===== src/rtl/vga_text_pkg.sv =====
// Shared geometry for the 80x60 text-mode pipeline: sync timing anchors,
// cell size and the address widths used by VRAM and the font ROM.
package vga_text_pkg;

   localparam int unsigned FIRST_X_START = 144;
   localparam int unsigned FIRST_Y_START = 35;
   localparam int unsigned H_ACTIVE      = 640;
   localparam int unsigned V_ACTIVE      = 480;

   localparam int unsigned CHAR_W        = 8;
   localparam int unsigned CHAR_H        = 8;
   localparam int unsigned TEXT_COLS     = 80;
   localparam int unsigned TEXT_ROWS     = 60;
   localparam int unsigned FETCH_START   = 136;

   localparam int unsigned CHAR_ADDR_W   = 13;
   localparam int unsigned FONT_ADDR_W   = 11;

endpackage


===== src/rtl/vga_char_fetch_if.sv =====
// Read bus between the fetch stage and the text VRAM / font ROM.
// Both memories are synchronous with one cycle of read latency.
interface vga_char_fetch_if;
   import vga_text_pkg::*;

   logic [CHAR_ADDR_W-1:0] vram_addr;
   logic [7:0]             vram_data;
   logic [FONT_ADDR_W-1:0] font_addr;
   logic [7:0]             font_data;

   modport master (
      output vram_addr,
      output font_addr,
      input  vram_data,
      input  font_data
   );

   modport slave (
      input  vram_addr,
      input  font_addr,
      output vram_data,
      output font_data
   );

endinterface


===== src/rtl/vga_pixel_shifter.sv =====
// Glyph-row serialiser: loads one 8-bit row per cell, shifts MSB-first,
// and maps the current bit to RGB332 only while display enable is set.
module vga_pixel_shifter #(
   parameter logic [7:0] FG_COLOR = 8'hFF,
   parameter logic [7:0] BG_COLOR = 8'h00
) (
   input  logic       clk_i,
   input  logic       rst_n_i,
   input  logic       load,
   input  logic [7:0] glyph,
   input  logic       de_next,
   output logic       pixel,
   output logic [7:0] rgb
);

   logic [7:0] shift_q;
   logic       de_q;

   always_ff @(posedge clk_i or negedge rst_n_i) begin
      if (!rst_n_i) begin
         shift_q <= '0;
         de_q    <= 1'b0;
      end else begin
         shift_q <= load ? glyph : {shift_q[6:0], 1'b0};
         de_q    <= de_next;
      end
   end

   assign pixel = shift_q[7] & de_q;
   assign rgb   = de_q ? (shift_q[7] ? FG_COLOR : BG_COLOR) : 8'h00;

endmodule


===== src/rtl/vga_char_fetch.sv =====
// Text-mode fetch stage: latches the calculator's next cell address once per
// cell, reads char code then glyph row, and hands the row to the serialiser.
module vga_char_fetch
   import vga_text_pkg::*;
#(
   parameter logic [7:0] FG_COLOR = 8'hFF,
   parameter logic [7:0] BG_COLOR = 8'h00
) (
   input  logic                   clk_i,
   input  logic                   rst_n_i,
   input  logic [9:0]             h_count_i,
   input  logic [9:0]             v_count_i,
   input  logic [CHAR_ADDR_W-1:0] next_char_i,
   input  logic [2:0]             next_y_addr_i,
   output logic [CHAR_ADDR_W-1:0] char_addr_o,
   output logic [2:0]             y_addr_o,
   vga_char_fetch_if.master       mem,
   output logic                   pixel_o,
   output logic [7:0]             rgb_o
);

   localparam logic [9:0] V_FIRST    = 10'(FIRST_Y_START);
   localparam logic [9:0] V_LAST     = 10'(FIRST_Y_START + V_ACTIVE - 1);
   localparam logic [9:0] H_FETCH_LO = 10'(FETCH_START);
   localparam logic [9:0] H_FETCH_HI = 10'(FIRST_X_START + H_ACTIVE - 2 * CHAR_W);
   localparam logic [9:0] H_LOAD_LO  = 10'(FIRST_X_START - 1);
   localparam logic [9:0] H_LOAD_HI  = 10'(FIRST_X_START + H_ACTIVE - CHAR_W - 1);
   localparam logic [9:0] H_DE_LO    = 10'(FIRST_X_START - 1);
   localparam logic [9:0] H_DE_HI    = 10'(FIRST_X_START + H_ACTIVE - 2);

   logic                   v_act;
   logic                   fetch_stb;
   logic                   load_stb;
   logic                   de_next;
   logic                   armed_q;
   logic [CHAR_ADDR_W-1:0] char_addr_q;
   logic [2:0]             y_addr_q;
   logic [2:0]             stb_pipe_q;
   logic [7:0]             glyph_hold_q;

   assign v_act = (v_count_i >= V_FIRST) && (v_count_i <= V_LAST);

   // After reset nothing is fetched or displayed until a line starts cleanly
   // at the first cell strobe, so a partial line never shows stale addresses.
   assign fetch_stb = v_act && (h_count_i[2:0] == 3'd0)
                      && (h_count_i >= H_FETCH_LO) && (h_count_i <= H_FETCH_HI)
                      && (armed_q || (h_count_i == H_FETCH_LO));

   assign load_stb  = v_act && (h_count_i[2:0] == 3'd7)
                      && (h_count_i >= H_LOAD_LO) && (h_count_i <= H_LOAD_HI);

   assign de_next   = v_act && armed_q
                      && (h_count_i >= H_DE_LO) && (h_count_i <= H_DE_HI);

   always_ff @(posedge clk_i or negedge rst_n_i) begin
      if (!rst_n_i) begin
         armed_q      <= 1'b0;
         char_addr_q  <= '0;
         y_addr_q     <= '0;
         stb_pipe_q   <= '0;
         glyph_hold_q <= '0;
      end else begin
         armed_q    <= armed_q | fetch_stb;
         stb_pipe_q <= {stb_pipe_q[1:0], fetch_stb};
         if (fetch_stb) begin
            char_addr_q <= next_char_i;
            y_addr_q    <= next_y_addr_i;
         end
         // stb_pipe_q[2] marks the cycle the font ROM row for this cell is valid
         if (stb_pipe_q[2]) begin
            glyph_hold_q <= mem.font_data;
         end
      end
   end

   assign char_addr_o   = char_addr_q;
   assign y_addr_o      = y_addr_q;
   assign mem.vram_addr = char_addr_q;
   assign mem.font_addr = {mem.vram_data, y_addr_q};

   vga_pixel_shifter #(
      .FG_COLOR (FG_COLOR),
      .BG_COLOR (BG_COLOR)
   ) u_shifter (
      .clk_i   (clk_i),
      .rst_n_i (rst_n_i),
      .load    (load_stb),
      .glyph   (glyph_hold_q),
      .de_next (de_next),
      .pixel   (pixel_o),
      .rgb     (rgb_o)
   );

endmodule


===== src/flat_wrapper.sv =====
// flat-port wrapper written by rule: the top's interface ports become plain ports
module vga_char_fetch_flat import vga_text_pkg::*;
#(
   parameter logic [7:0] FG_COLOR = 8'hFF,
   parameter logic [7:0] BG_COLOR = 8'h00
)
  (clk_i, rst_n_i, h_count_i, v_count_i, next_char_i, next_y_addr_i, char_addr_o, y_addr_o, pixel_o, rgb_o, mem_vram_addr, mem_font_addr, mem_vram_data, mem_font_data);
  vga_char_fetch_if mem_i ();
  input  logic clk_i;
  input  logic rst_n_i;
  input  logic [9:0] h_count_i;
  input  logic [9:0] v_count_i;
  input  logic [CHAR_ADDR_W-1:0] next_char_i;
  input  logic [2:0] next_y_addr_i;
  output logic [CHAR_ADDR_W-1:0] char_addr_o;
  output logic [2:0] y_addr_o;
  output logic pixel_o;
  output logic [7:0] rgb_o;
  output wire logic [$bits(mem_i.vram_addr)-1:0] mem_vram_addr;
  output wire logic [$bits(mem_i.font_addr)-1:0] mem_font_addr;
  input wire logic [$bits(mem_i.vram_data)-1:0] mem_vram_data;
  input wire logic [$bits(mem_i.font_data)-1:0] mem_font_data;
  assign mem_vram_addr = mem_i.vram_addr;
  assign mem_font_addr = mem_i.font_addr;
  assign mem_i.vram_data = mem_vram_data;
  assign mem_i.font_data = mem_font_data;
  vga_char_fetch #(.FG_COLOR(FG_COLOR), .BG_COLOR(BG_COLOR)) u_core (.clk_i(clk_i), .rst_n_i(rst_n_i), .h_count_i(h_count_i), .v_count_i(v_count_i), .next_char_i(next_char_i), .next_y_addr_i(next_y_addr_i), .char_addr_o(char_addr_o), .y_addr_o(y_addr_o), .mem(mem_i), .pixel_o(pixel_o), .rgb_o(rgb_o));
endmodule

===== config.mk =====
export PLATFORM = sky130hd
export DESIGN_NAME = vga_char_fetch_flat
export DESIGN_NICKNAME = d
export VERILOG_FILES = /design/src/rtl/vga_text_pkg.sv /design/src/rtl/vga_char_fetch_if.sv /design/src/rtl/vga_pixel_shifter.sv /design/src/rtl/vga_char_fetch.sv /design/src/flat_wrapper.sv
export SDC_FILE = /design/constraint.sdc
export NUM_CORES = 1
export LEC_CHECK = 0
export CAP_MARGIN = 30
export CORE_MARGIN = 2
export CORE_UTILIZATION = 38
export DETAILED_ROUTE_END_ITERATION = 10
export HOLD_SLACK_MARGIN = 0.03
export PLACE_DENSITY = 0.87
export SKIP_LAST_GASP = 1
export SYNTH_ARGS = -nofsm -noshare
export SYNTH_HDL_FRONTEND = slang
export SYNTH_SLANG_ARGS = --single-unit

===== constraint.sdc =====
create_clock -name clk_i -period 2.3 [get_ports clk_i]
set_clock_uncertainty 0.2 [all_clocks]
set_input_delay 0.23 -clock clk_i [delete_from_list [all_inputs] [get_ports clk_i]]
set_output_delay 0.23 -clock clk_i [all_outputs]
set_load 0.1 [all_outputs]

==> flow_summary.ini <==
[critical_path]
critPathMaxFanout = 18
cp.required_ns = 2.27
critPathKind = input pin to register
end_kind = register
startpoint_type = input pin
worstPathArrival_ns = 2.20

[route]
wirelength_um = 3340
drt-pass1-iter-count = 3
drc_errors = 0
vias_per_cell = 4.72
wl_per_cell_um = 13.2
vias = 1194
ant_nets = 0
drtIter0Drc = 37

[timing]
rsz0062_at_grt = false
timing.hold.ws_ns = 0.150
period_share_pct = 97.1
setup_viol_count_final = 0
maxSlewViolCount = 0
fin_crit_ns = 2.23
fin_ws_ns = 0.0662
hold_violations = 0
worst_pin_slew_ns = 0.800
max_freq_mhz = 448
relSlewSlack_pct = 46.7

[pwr]
ir_drop_uv = 352
seqPwrFrac_pct = 48.5
power.density_mw_per_mm2 = 558
clock_power_share_pct = 30.8
power.leakage_nw = 1.25
p_sw_mw = 0.401
pwr-share-comb_pct = 20.7
swShare_pct = 28.8
p_int_mw = 0.995

[global_route]
grt_start_max_net_pins = 38
grt_pass1_vias = 1200
grt_pass1_wl_um = 5390
grt-ovfl-total = 0
grtUsageTotal_pct = 13.3
antenna_found_initial = 0

[place]
gp_congestion = 0.704
dp_hpwl_um = 2550
port_buffers = 86
pre_cts_ws_ns = -0.244

[clock_network]
cts_root_buf = clkbuf_8
cts.clk_slew.worst_paths_ns = 0.07
htreeDepth = 2
clockBufferDepth = 2
cts_buffers = 5
clock_latency_ns = 0.28
cts_tree = built
clock_sink_count = 37

[synthesis]
synth_seq_cells = 37
ys_seq_area_share_pct = 52.2
yosys.area.top_type_share_pct = 52.2
ys_types = 28
yosysWarnings = 0
synth_area_leaders = dfrtp_1 (52%), mux2_2 (14%), buf_4 (14%)
synthCells = 133
syn_avg_cell_area_um2 = 13.3
mappedNetlistNets = 187
synth_area_mm2 = 0.00177
synth_top_area_cell = dfrtp_1

[die]
initial_core_util_pct = 40.2
core-area_mm2 = 0.00441
die_y_um = 72.3
fp-row-count = 24
ios = 103
die-area_mm2 = 0.00523
die_w_um = 72.3

[run]
drv_cap = 0

[cells_and_area]
final_core_util_pct = 56.7
drive_above_1_share_pct = 45.8
fin_nets = 254
area_delta_synth_final_pct = 41.1
final_common_cell = buf_4
nFillCells = 373
mostFrequentLayoutCells = buf_4 (47), clkdlybuf4s50_1 (44), dfrtp_1 (37)
num_antenna_cells = 0

[min_path]
hold_path.class = register to register

[status]
outcome = completed
-- layer usage --
metal  wire (um)  global-route usage [%]  up-vias
li1            -                       -      564
met1        1330                    16.0      567
met2        1670                    21.7       59
met3         317                    5.83        4
met4          21                    3.56        0
met5           0                       0        -
-- critical path, cell delays in order --
cell and delay, ns:
clkdlybuf4s50_1 0.40, or3_4 0.40, or2_1 0.23, o211ai_1 0.16, and4_1 0.26, buf_12 0.18
mux2_2 0.35
-- layout make-up --
cell class	instances	area [um^2]	area share (%)
well taps	52	65.1	2.60
inverters	1	3.75	0.150
repair buffers	95	848	33.9
clock buffers	5	68.8	2.75
multi-input cells	60	574	22.9
flip-flops and latches	37	926	37.0
clock inverters	3	17.5	0.700
-- path summary, 6_finish.rpt --
kind / start / to / slack, ns / cells after the start
setup / recovery: h_count_i[6] / u_core.char_addr_o[2]$_DFFE_PN0P_ / 0.07 / 7
hold / removal: u_core.stb_pipe_q[0]$_DFF_PN0_ / u_core.stb_pipe_q[1]$_DFF_PN0_ / 0.15 / 0
setup reg to reg: u_core.armed_q$_DFF_PN0_ / u_core.y_addr_o[1]$_DFFE_PN0P_ / 0.43 / 5
hold reg to reg: u_core.stb_pipe_q[0]$_DFF_PN0_ / u_core.stb_pipe_q[1]$_DFF_PN0_ / 0.15 / 0
max in group asynchronous: rst_n_i / u_core.y_addr_o[2]$_DFFE_PN0P_ / 1.02 / 2
min in group asynchronous: rst_n_i / u_core.u_shifter.shift_q[1]$_DFF_PN0_ / 0.38 / 2
-- timing repair --
action	4_1_cts	5_1_grt
endpoints found under the hold margin	37	0
hold buffers	1	0
gates resized for setup	0	1
setup buffers	0	0
setup endpoints to repair	0	16
-- logic make-up (layout without fill, tap and decap cells) --
| kind of cell | count (synthesis) | count (layout) | share of synthesized area, % |
|---|---|---|---|
| DFF | 37 | 37 | 52.2 |
| and+or+nand+nor | 22 | 22 | 7.76 |
| muxes | 30 | 30 | 20.7 |
| AOI/OAI and AO/OA | 8 | 8 | 3.60 |
| buffers and inverters | 36 | 104 | 15.7 |
-- power by group through the flow --
stage / combinational [mW] / clock (mW) / sequential (mW)
after floorplan: 0.175 / 0 / 0.746
after global placement: 0.285 / 0 / 0.689
after detailed placement: 0.289 / 0 / 0.690
after CTS: 0.290 / 0.451 / 0.678
after global routing: 0.303 / 0.486 / 0.679
final: 0.288 / 0.431 / 0.677
-- stage by stage --
stage | TNS [ns] | cell area, um^2 | power [mW] | cells
after CTS | 0 | 2500 | 1.42 | 253
after floorplan | 0 | 1770 | 0.920 | 133
after global routing | 0 | 2500 | 1.47 | 253
final | 0 | 2500 | 1.40 | 253
after detailed placement | -4.19 | 2400 | 0.979 | 244
after global placement | -3.52 | 2400 | 0.975 | 244
-- cells in the mapped netlist (all sizes together) --
cell type,number
nor3,2
o221ai,1
dfrtp,37
nor2b,1
nor2,3
inv,1
nand3,4
nand4,1
and4,1
a311o,1
or3,1
nand2b,1
o31ai,1
nand2,3
nand4b,1
buf,34
a2111oi,1
o21ai,1
o211ai,2
clkbuf,1
and4bb,1
a21boi,1
and2,1
mux2,30
or2,2
-- flip-flops by register name (all words and copies together) (netlist names) --
register                  flops
u_core.armed_q                1
u_core.char_addr_o           13
u_core.glyph_hold_q           8
u_core.stb_pipe_q             3
u_core.u_shifter.de_q         1
u_core.u_shifter.shift_q      8
u_core.y_addr_o               3
Power figures use the tool's default switching activity.
